==> src/rtl/fp_to_int_scheduler.sv <==
// rtl/fp_to_int_scheduler.sv - round-robin scheduler sharing one Float32->Int32 converter among requesters
module fp_to_int_scheduler #(
    parameter int NUM_REQ = 4
) (
    input  logic                   aClock,
    input  logic                   aResetN,
    input  logic [NUM_REQ-1:0]     req_valid,
    input  logic [NUM_REQ*32-1:0]  req_data,
    output logic [NUM_REQ-1:0]     req_ready,
    output logic [NUM_REQ-1:0]     rsp_valid,
    output logic [31:0]            rsp_data,
    output logic                   rsp_ovf,
    input  logic [NUM_REQ-1:0]     rsp_ready,
    output logic                   busy,
    output logic [31:0]            conv_count
);
    localparam int TAG_W = $clog2(NUM_REQ);

    typedef enum logic [1:0] {
        IDLE,
        CONVERT,
        RESPOND
    } stateT;

    stateT            state;
    logic [TAG_W-1:0] rrPtr;
    logic [TAG_W-1:0] tag;
    logic [31:0]      operand;
    logic [TAG_W-1:0] grant;
    logic             grantFound;

    function automatic logic [TAG_W-1:0] wrapIdx(input int v);
        return TAG_W'(v % NUM_REQ);
    endfunction

    // Returns {ovf, result}; truncates toward zero and saturates out-of-range values.
    function automatic logic [32:0] f2i(input logic [31:0] f);
        logic        sgn;
        logic [7:0]  e;
        logic [22:0] m;
        logic [31:0] mag;
        sgn = f[31];
        e   = f[30:23];
        m   = f[22:0];
        mag = {8'h00, 1'b1, m};
        if (e < 8'd127)
            return 33'd0;
        if (e <= 8'd157) begin
            if (e <= 8'd150)
                mag = mag >> (8'd150 - e);
            else
                mag = mag << (e - 8'd150);
            return {1'b0, sgn ? -mag : mag};
        end
        if (e == 8'hFF && m != '0)
            return {1'b1, 32'h7FFF_FFFF};
        if (e == 8'd158 && sgn && m == '0)
            return {1'b0, 32'h8000_0000};
        return {1'b1, sgn ? 32'h8000_0000 : 32'h7FFF_FFFF};
    endfunction

    // Walk from the farthest offset down so the requester closest to rrPtr wins.
    always_comb begin
        grant      = '0;
        grantFound = 1'b0;
        for (int k = NUM_REQ - 1; k >= 0; k--) begin
            if (req_valid[wrapIdx(int'(rrPtr) + k)]) begin
                grant      = wrapIdx(int'(rrPtr) + k);
                grantFound = 1'b1;
            end
        end
    end

    assign req_ready = (state == IDLE && grantFound) ? (NUM_REQ'(1) << grant) : '0;

    always_ff @(posedge aClock or negedge aResetN) begin
        if (!aResetN) begin
            state      <= IDLE;
            rrPtr      <= '0;
            tag        <= '0;
            operand    <= '0;
            rsp_valid  <= '0;
            rsp_data   <= '0;
            rsp_ovf    <= 1'b0;
            busy       <= 1'b0;
            conv_count <= '0;
        end else begin
            case (state)
                IDLE: begin
                    if (grantFound) begin
                        operand <= req_data[32*int'(grant) +: 32];
                        tag     <= grant;
                        rrPtr   <= wrapIdx(int'(grant) + 1);
                        busy    <= 1'b1;
                        state   <= CONVERT;
                    end
                end
                CONVERT: begin
                    {rsp_ovf, rsp_data} <= f2i(operand);
                    rsp_valid           <= NUM_REQ'(1) << tag;
                    state               <= RESPOND;
                end
                RESPOND: begin
                    if (rsp_ready[tag]) begin
                        rsp_valid  <= '0;
                        conv_count <= conv_count + 32'd1;
                        busy       <= 1'b0;
                        state      <= IDLE;
                    end
                end
                default: state <= IDLE;
            endcase
        end
    end
endmodule

==> config.mk <==
export PLATFORM = sky130hd
export DESIGN_NAME = fp_to_int_scheduler
export DESIGN_NICKNAME = d
export VERILOG_FILES = /design/src/rtl/fp_to_int_scheduler.sv
export SDC_FILE = /design/constraint.sdc
export NUM_CORES = 1
export LEC_CHECK = 0
export BUFFER_PORTS_ARGS = -buffer_cell sky130_fd_sc_hd__buf_2
export CORE_MARGIN = 3
export CORE_UTILIZATION = 33
export DETAILED_ROUTE_END_ITERATION = 8
export GPL_ROUTABILITY_DRIVEN = 0
export SLEW_MARGIN = 10
export SYNTH_ARGS = -nofsm -noshare
export SYNTH_HDL_FRONTEND = slang
export SYNTH_SLANG_ARGS = --single-unit
export TNS_END_PERCENT = 100
==> constraint.sdc <==
create_clock -name aClock -period 4.75 [get_ports aClock]
set_input_delay 0 -clock aClock [delete_from_list [all_inputs] [get_ports aClock]]
set_output_delay 0 -clock aClock [all_outputs]
set_load 0.05 [all_outputs]
==> results of run 1 <==
## area by class of cell
| type | count | area share, % |
|---|---|---|
| clock buffers | 9 | 1.86 |
| inverters | 21 | 0.650 |
| repair buffers | 251 | 11.2 |
| clock inverters | 7 | 0.753 |
| flip-flops and latches | 108 | 22.3 |
| multi-input cells | 1076 | 59.1 |
| well taps | 396 | 4.09 |
## synthesized netlist by cell type, types with 5 or more instances
cell       count
a2111oi_0      5
a211o_1        9
a211oi_1      13
a21o_1         5
a21oi_1       41
a31oi_1       12
and2_1         7
and3_1        23
and4_1         6
buf_1          9
buf_2         23
buf_4          8
buf_6          5
clkbuf_1      64
dfrtp_1      108
ha_1          13
inv_1         18
mux2_2        22
mux2i_1       53
mux4_2        37
nand2_1      295
nand2b_1      11
nand3_1       76
nand4_1       25
nor2_1        64
nor2b_1        6
nor3_1        31
nor3_2         5
nor4_1        11
o2111ai_1      5
o211ai_1      14
o21a_1         5
o21ai_0      106
o21ai_1        6
o221ai_1       5
o22ai_1        8
o31ai_1        8
o32ai_1        6
or3_1         11
xnor2_1       34
xor2_1        11
## through the flow
step	instance area, sq um	hold slack [ps]	std cells	utilization [%]	setup WS (ps)
floorplan	10400	-296	1315	-	164
global placement	11800	233	1851	38.2	554
detailed placement	11800	232	1851	38.2	380
CTS	12100	7.39	1868	39.2	373
global route	12100	53.5	1868	39.2	36.0
finish	12100	10.1	1868	39.2	326
## cell usage in the layout, fill, tap and decap left out, drive strengths merged, types with 23 or more instances in the layout
cell   synthesis  layout
o21ai        112     112
a21oi         42      42
nand2        295     295
mux2i         54      54
dfrtp        108     108
nand3         77      77
mux2          25      25
mux4          37      37
nor2          66      66
xnor2         36      36
nor3          36      36
nand4         26      26
buf           45     250
and3          23      23
## worst min-delay path by stage
stage,from,endpoint,cells past startpoint
after global routing,req_data[87],operand[23]$_DFFE_PN0P_,5
after CTS,req_data[42],operand[10]$_DFFE_PN0P_,5
after global placement,aResetN,conv_count[23]$_DFFE_PN0P_,1
final,req_data[42],operand[10]$_DFFE_PN0P_,5
after floorplan,aResetN,busy$_DFFE_PN0P_,0
after detailed placement,aResetN,conv_count[24]$_DFFE_PN0P_,1
## worst reg2reg max path, stage by stage, from the launching register on
cell and delay, ps:
dfrtp_2 400, inv_2 50, ha_1 510, buf_4 340
mux2i_1 380, a2111oi_0 220, a311oi_1 310, a311oi_1 160
a2111oi_4 680, nand4b_2 390, nor3_1 280, mux2_1 360
a211oi_1 260
## metal layers
metal	vias up	track usage, %	part of all wire (%)
met5	-	0	0.020
met4	2	6.29	3.0
met3	75	4.08	9.0
met2	592	30.4	42
met1	4906	29.4	46
li1	5107	-	-
## cell families after synthesis
logic type      after synthesis
buf+inv                     131
xor+xnor                     49
compound gates              297
mux                         116
fa+ha+maj                    13
simple gates                601
flops                       108
## flip-flops by register name, summed over array words and instances, names as in the netlist
| signal | count |
|---|---|
| rsp_valid | 4 |
| tag | 2 |
| conv_count | 32 |
| state | 2 |
| rrPtr | 2 |
| busy | 1 |
| rsp_data | 32 |
| rsp_ovf | 1 |
| operand | 32 |
## what timing repair did
action	4_1_cts	5_1_grt
hold buffers	1	0
setup buffers	0	0
endpoints found under the hold margin	75	0
==> summary.md, run 1 <==
| Metric | Value |
|---|---|
| Dominant cells by area after synthesis | `dfrtp_1 (26%), nand2_1 (11%), mux4_2 (8.0%), mux2i_1 (5.1%), o21ai_0 (5.1%)` |
| Post-synth net total | `around 1500` |
| Worst path depth | `12` |
| Tot GR Track Use | `between 20 and 25%` |
| Post-synth EDFFs | `0` |
| Layout cells sized above 1 | `approximately 25%` |
| Worst R2R Path Depth | `12` |
| Critical path's largest stage delay | `between 600 and 700 ps` |
| Final setup fails | `0` |
| Asr flop ratio synth | `100%` |
| FF-to-FF End | `rsp_data[22]$_DFFE_PN0P_` |
| WL final | `35000 microns` |
| Initial Utilization | `between 30% and 40%` |
| Post-synth cell types | `between 90 and 100` |
| Clk buf depth | `2` |
| Port bufs | `about 210` |
| Worst slew pin tran | `1150 ps` |
| Number of slew-limit violations in the final report | `0` |
| R2R setup slack | `330 ps` |
| Top Family by Delay on Critical Path | `compound AO/OA/AOI/OAI gates` |
| Reg-to-Reg Start | `operand[23]$_DFFE_PN0P_` |
| Unrepaired setup endpoints after global routing | `no` |
| Yosys top cell by area | `dfrtp_1` |
| Status | `finished, final reports clean` |
| Critical Path Fanout Max | `19` |
| TritonCTS Buffers | `9` |
| # fillers | `3210` |
| Full die area | `33800 sq um` |
| DRC viols | `0` |
| Largest net degree at the start of global routing | `just under 80` |
| Critical path required time | `roughly 5000 ps` |
| Initial antenna violation count | `1` |
| Crit. Startpoint | `operand[23]$_DFFE_PN0P_` |
| CP max-delay cell | `a2111oi_4` |
| Crit path capture type | `register` |
| Final Cycle Share | `a little over 90%` |
| Register area | `2700 sq um` |
| Mux contribution to synthesized area | `around 16%` |
| Core area | `about 30000 sq um` |
| Buf+Inv Stages, Crit Path | `2` |
| Slew HR | `between 20% and 30%` |
| Wire per inst | `around 19 microns` |
| Antenna diodes | `0` |
| Post-CTS Resized | `0` |
| Setup TNS | `0 ps` |
| Number of antenna-violating nets in the routed design | `0` |
| Worst-path clk slew | `80 ps` |
| Complex-gate fraction of the synthesized area | `a little under a fifth` |
| Crit path time final | `approximately 4400 ps` |
| Chip height | `around 180 microns` |
| Simple-gate share of the synthesized area | `about 28%` |
| First-pass GRT wire length | `roughly 56000 microns` |
| Clock sink total | `108` |
| Number of global-route vias before repair | `between 10000 and 15000` |
| Syn_area_per_cell | `roughly 7.9 sq um` |
| Yosys reg bits | `approximately 110` |
| Area growth, synth to finish | `16.1%` |
| Root Driver | `clkbuf_16` |
| Synthesized area | `10400 sq um` |
| Row count | `64` |
| Nets | `1618` |
| Seq/Total Area, Yosys | `between 20% and 30%` |
| TritonCTS clock tree | `done` |
| Multi-input logic area | `a little over 7000 sq um` |
| Post-Synthesis Cells | `about 1300` |
| Top cell type's share of synthesized area | `25.9%` |
| Fmax | `between 200 and 250 MHz` |
| Startpoint types | `register` |
| Worst setup path class | `reg2reg` |
| Clock latency at the later pin of the worst-skew pair | `370 ps` |
| DRT Pass-1 Iters | `6` |
| Type of the tightest min-delay check | `in2reg` |
| Post-Synth Adder-Cell Area | `around 1.6%` |
| Most Frequent Cell on Critical Path | `a311oi_1` |
| Top_reg_cell synth | `dfrtp_1` |
| Boundary Pins | `212` |
| Worst EP arrival | `4690 ps` |
| Worst Setup EP | `rsp_data[22]$_DFFE_PN0P_` |
| Crit path cell chain | `inv_2 > ha_1 > buf_4 > mux2i_1 > a2111oi_0 > a311oi_1 > a311oi_1 > a2111oi_4 > nand4b_2 > nor3_1 > mux2_1 > a211oi_1` |
| Final hold vios | `0` |
| Global route total overflow | `0` |
| Total number of vias | `10682` |
| Via density | `around 5.7` |
| DR iter-0 viols | `around 1200` |
| Clock skew | `13.2 ps` |
| Max cap viols | `0` |
| Post-detail-place hpwl | `approximately 27000 microns` |
| Die Span X | `roughly 180 microns` |
| Yosys warns | `0` |
| Synth Area in XOR/XNOR | `4.40%` |
| Main combinational cell family by area after synthesis | `simple AND/OR/NAND/NOR gates` |
| H-Tree Depth | `3` |
Power of run 1 is left out: the tool's default activity adds up to more than one toggle a clock period on the data nets, which glitch-free logic cannot reach.
==> inputs of run 2 (changes only) <==
- CAP_MARGIN: not set -> 20
- CORE_MARGIN: 3 -> not set
- SETUP_SLACK_MARGIN: not set -> 0.4
==> run 2 against run 1 <==
The flow now finishes with violations (DRC). Fmax grew 5.6%. Die area shrank 4.3%. Wire length grew 1.0%. Sequential share of layout area shrank 0.47 points. Critical endpoint unchanged. Clock-buffer cell count is the same. Clock skew shrank 2.3 ps. Global-route usage grew 0.97 points. First-iteration DRC count grew 20%. Critical path type unchanged. Core utilization grew 0.97 points. Cell area grew 2.2%. Register-to-register slack gained 240 ps. Worst setup slack gained 240 ps.
==> summary.md, run 2 (synthesis results as in run 1) <==
| Metric | Value |
|---|---|
| Final Cycle Share | `between 80 and 90%` |
| Register area | `2710 sq um` |
| Fmax | `between 200 and 250 MHz` |
| Die Span X | `180 microns` |
| TritonCTS clock tree | `done` |
| DR iter-0 viols | `1451` |
| Number of antenna-violating nets in the routed design | `0` |
| Crit path time final | `~4200 ps` |
| Final setup margin | `between 500 and 600 ps` |
| Layout cells sized above 1 | `a little over a quarter` |
| Pre-CTS setup slack | `between 100 and 150 ps` |
| # fillers | `about 3100` |
| Clk buf depth | `2` |
| Worst R2R Path Depth | `15` |
| Clock skew | `10.9 ps` |
| Post-detail-place hpwl | `26300 microns` |
| Final core utilization | `about two fifths` |
| Critical path required time | `a little over 5000 ps` |
| Clock sink total | `108` |
| Worst path depth | `15` |
| Hold path depth | `5` |
| FF-to-FF End | `rsp_data[22]$_DFFE_PN0P_` |
| Buf+Inv Stages, Crit Path | `2` |
| Commonest cells after routing, fill and taps aside | `nand2_1 (295), buf_2 (210), o21ai_0 (106), dfrtp_1 (106), nand3_1 (76)` |
| Core area | `between 30000 and 40000 sq um` |
| Chip height | `between 150 and 200 microns` |
| Port bufs | `roughly 210` |
| Setup TNS | `0 ps` |
| Via density | `5.83` |
| Critical path's largest stage delay | `around 490 ps` |
| Nets | `around 1600` |
| Startpoint types | `register` |
| DRT Pass-1 Iters | `8` |
| Multi-input logic area | `about 7300 sq um` |
| Root Driver | `clkbuf_16` |
| WL final | `between 30000 and 40000 microns` |
| Largest net degree at the start of global routing | `around 70` |
| Status | `finished with violations` |
| Top Family by Delay on Critical Path | `simple AND/OR/NAND/NOR gates` |
| Initial Utilization | `around a third` |
| CP max-delay cell | `dfrtp_2` |
| DRC viols | `12` |
| Critical Path Fanout Max | `36` |
| Wire per inst | `between 15 and 20 microns` |
| Number of slew-limit violations in the final report | `0` |
| Global route total overflow | `0` |
| Total number of vias | `between 10000 and 15000` |
| Boundary Pins | `~210` |
| Unrepaired setup endpoints after global routing | `yes` |
| H-Tree Depth | `3` |
| Crit path capture type | `register` |
| Number of global-route vias before repair | `roughly 10000` |
| Tot GR Track Use | `between 20% and 30%` |
| Full die area | `~32000 sq um` |
| Initial antenna violation count | `0` |
| Row count | `64` |
| Crit path cell chain | `buf_16 > ha_2 > a21o_1 > a32o_1 > a211o_4 > nand4_1 > nor3_1 > nor2_1 > ha_1 > inv_1 > nor4b_4 > nand4b_4 > nor3_2 > mux2_1 > a211oi_1` |
| Area growth, synth to finish | `18.7%` |
| TritonCTS Buffers | `9` |
| Type of the tightest min-delay check | `in2reg` |
| Slew HR | `26.6%` |
| Final setup fails | `0` |
| Most common cell after layout, fill and taps aside | `nand2_1` |
| Max cap viols | `0` |
| Hold Path Sink | `operand[21]$_DFFE_PN0P_` |
| Worst-path clk slew | `90 ps` |
| Clock latency at the later pin of the worst-skew pair | `between 300 and 400 ps` |
| Final hold vios | `0` |
| R2R setup slack | `roughly 560 ps` |
| Reg-to-Reg Start | `operand[23]$_DFFE_PN0P_` |
| First-pass GRT wire length | `roughly 56000 microns` |
| Worst EP arrival | `roughly 4500 ps` |
| Hold Startpoint | `req_data[53]` |
| Worst setup path class | `reg2reg` |
| Largest regs | `conv_count x32, operand x32, rsp_data x32` |
| Violated checks | `DRC` |
| Antenna diodes | `0` |
| Worst slew pin tran | `about 1100 ps` |
[run 2: worst reg2reg max path, cell delays in order, from the launching register on]
cell	delay [ps]
dfrtp_2	490
buf_16	220
ha_2	270
a21o_1	270
a32o_1	280
a211o_4	370
nand4_1	240
nor3_1	80
nor2_1	180
ha_1	190
inv_1	70
nor4b_4	450
nand4b_4	230
nor3_2	220
mux2_1	340
a211oi_1	210
[run 2: metal layers]
layer	part of all wire [%]	global-route usage, %	up-vias
li1	-	-	5132
met1	45	30.8	5122
met2	43	31.7	632
met3	9.7	4.62	79
met4	2.6	5.55	0
met5	0	0	-
[run 2: what timing repair did]
item | 4_1_cts | 5_1_grt
endpoints found under the hold margin | 63 | 0
gates resized for setup | 7 | 17
cloned | 0 | 2
setup endpoints to repair | 9 | 17
hold buffers | 1 | 0
buffers inserted | 0 | 7
pin swaps | 1 | 5
[run 2: metrics by stage]
stage	std cells	area (sq um)	hold slack, ps
final	1880	12400	6.64
after CTS	1870	12200	0.859
after detailed placement	1853	11900	153
after global routing	1880	12400	50.6
after floorplan	1315	10500	-296
after global placement	1852	11800	159
[run 2: cell type report]
cell class	count	area share [%]
inverter	21	0.656
timing repair buffer	263	12.5
tap	396	4.00
clock buffer	9	1.82
clock inverter	7	0.616
multi-input combinational	1076	58.5
sequential	108	21.8
[run 2: how the worst max path moves through the flow]
stage,from,endpoint,slack [ps]
after CTS,operand[23]$_DFFE_PN0P_,rsp_data[22]$_DFFE_PN0P_,410
after global routing,operand[24]$_DFFE_PN0P_,rsp_data[13]$_DFFE_PN0P_,340
after floorplan,operand[24]$_DFFE_PN0P_,rsp_data[22]$_DFFE_PN0P_,430
after global placement,operand[24]$_DFFE_PN0P_,rsp_data[22]$_DFFE_PN0P_,290
after detailed placement,operand[24]$_DFFE_PN0P_,rsp_data[22]$_DFFE_PN0P_,130
final,operand[23]$_DFFE_PN0P_,rsp_data[22]$_DFFE_PN0P_,560
Power of run 2 is left out for the same reason.
==> inputs of run 3 (changes only) <==
- PLACE_DENSITY: not set -> 0.57
==> run 3 against run 2 <==
The flow still finishes with violations (DRC). Sequential share of layout area up 0.19 points. Cell count down 0.16%. Wire length down 0.66%. Core utilization down 0.32 points. Hold slack worse by 2.1 ps. Register-to-register slack about the same. Critical path type unchanged. Largest cell class unchanged.
==> summary.md, run 3 (synthesis results as in run 1) <==
| Metric | Value |
|---|---|
| Setup TNS | `0 ps` |
| Chip height | `180 microns` |
| Worst slew pin tran | `between 800 and 900 ps` |
| DRT Pass-1 Iters | `8` |
| Register area | `about 2700 sq um` |
| Multi-input logic area | `around 7200 sq um` |
| Full die area | `roughly 32000 sq um` |
| Final hold vios | `0` |
| Clk buf depth | `2` |
| Violated checks | `DRC` |
| Final setup fails | `0` |
| Fmax | `between 200 and 250 MHz` |
| TritonCTS Buffers | `9` |
| Status | `finished with violations` |
| Initial antenna violation count | `0` |
| Total number of vias | `about 11000` |
| Final Cycle Share | `~88%` |
| Worst-path clk slew | `about 90 ps` |
| Commonest cells after routing, fill and taps aside | `nand2_1 (295), buf_2 (210), o21ai_0 (106), dfrtp_1 (105), nand3_1 (76)` |
| Core area | `between 30000 and 40000 sq um` |
| Number of antenna-violating nets in the routed design | `0` |
| Largest net degree at the start of global routing | `71` |
| H-Tree Depth | `3` |
| Layout cells sized above 1 | `between 20% and 30%` |
| DR iter-0 viols | `around 1200` |
| Via density | `5.73` |
| Clock sink total | `~110` |
| Tot GR Track Use | `between 20% and 30%` |
| Number of slew-limit violations in the final report | `0` |
| Type of the tightest min-delay check | `in2reg` |
| Slew HR | `42.2%` |
| Worst setup path class | `reg2reg` |
| Port bufs | `about 210` |
| Initial Utilization | `between 30% and 40%` |
| Unrepaired setup endpoints after global routing | `yes` |
| Crit path time final | `4190 ps` |
| Largest regs | `conv_count x32, operand x32, rsp_data x32` |
| Critical Path Fanout Max | `16` |
| TritonCTS clock tree | `done` |
| Boundary Pins | `212` |
| Antenna diodes | `0` |
| Wire per inst | `about 19 microns` |
| WL final | `about 35000 microns` |
| DRC viols | `7` |
| Nets | `1627` |
| Die Span X | `180 microns` |
| Startpoint types | `register` |
| Max cap viols | `0` |
| Clock skew | `~13 ps` |
| Clock latency at the later pin of the worst-skew pair | `around 370 ps` |
| First-pass GRT wire length | `approximately 56000 microns` |
| Number of global-route vias before repair | `between 9000 and 10000` |
| Worst EP arrival | `~4500 ps` |
| Root Driver | `clkbuf_16` |
| Critical path required time | `around 5000 ps` |
| Post-detail-place hpwl | `26400 microns` |
| Crit path capture type | `register` |
| Area growth, synth to finish | `17.7%` |
| Row count | `64` |
| # fillers | `between 3000 and 4000` |
| Most common cell after layout, fill and taps aside | `nand2_1` |
| Global route total overflow | `0` |
[run 3: worst max-delay path: stages, from the launching register on]
cell	delay, ps
dfrtp_1	390
buf_4	180
ha_2	360
clkinv_1	450
mux2i_1	560
a21oi_1	190
o2bb2ai_1	270
nand4b_1	310
or4_4	580
nor3_1	230
mux2_1	350
a211oi_1	230
[run 3: timing repair]
item,CTS,global route
hold endpoints to repair,66,0
endpoints found under the setup margin,1,6
resized for setup,4,8
hold buffers,2,0
pin swaps,0,3
buffers inserted,0,5
[run 3: final cells by class]
cell class / count / area share [%]
Sequential cell: 108 / 22.0
Multi-Input combinational cell: 1076 / 58.9
Inverter: 21 / 0.651
Tap cell: 396 / 4.03
Timing Repair Buffer: 260 / 12.0
Clock inverter: 7 / 0.631
Clock buffer: 9 / 1.83
[run 3: worst paths after layout]
kind / end / startpoint / depth (start not counted) / slack, ps
max in group asynchronous: rsp_data[22]$_DFFE_PN0P_ / aResetN / 3 / 3390
min in group asynchronous: conv_count[20]$_DFFE_PN0P_ / aResetN / 2 / 260
worst max register to register: rsp_data[29]$_DFFE_PN0P_ / operand[24]$_DFFE_PN0P_ / 11 / 560
worst min register to register: rsp_data[3]$_DFFE_PN0P_ / rsp_data[3]$_DFFE_PN0P_ / 2 / 480
worst max-delay path: rsp_data[29]$_DFFE_PN0P_ / operand[24]$_DFFE_PN0P_ / 11 / 560
worst min-delay path: operand[7]$_DFFE_PN0P_ / req_data[39] / 5 / 5
[run 3: metal layers]
layer	global-route usage (%)	vias up	wire, microns
li1	-	5121	-
met1	31.1	5051	16300
met2	31.9	519	15100
met3	3.89	73	2750
met4	7.14	0	984
met5	0	-	0
[run 3: through the flow]
| stage | hold slack [ps] | instance area, sq um | std cells | util [%] | worst slack (ps) |
|---|---|---|---|---|---|
| after floorplan | -296 | 10500 | 1315 | - | 432 |
| after global placement | 158 | 11900 | 1853 | 38.5 | 408 |
| after detailed placement | 159 | 11900 | 1853 | 38.5 | 287 |
| after CTS | 0.550 | 12200 | 1871 | 39.6 | 468 |
| after global routing | 55.1 | 12300 | 1877 | 39.9 | 360 |
| final | 4.58 | 12300 | 1877 | 39.9 | 563 |
Power of run 3 is left out for the same reason.
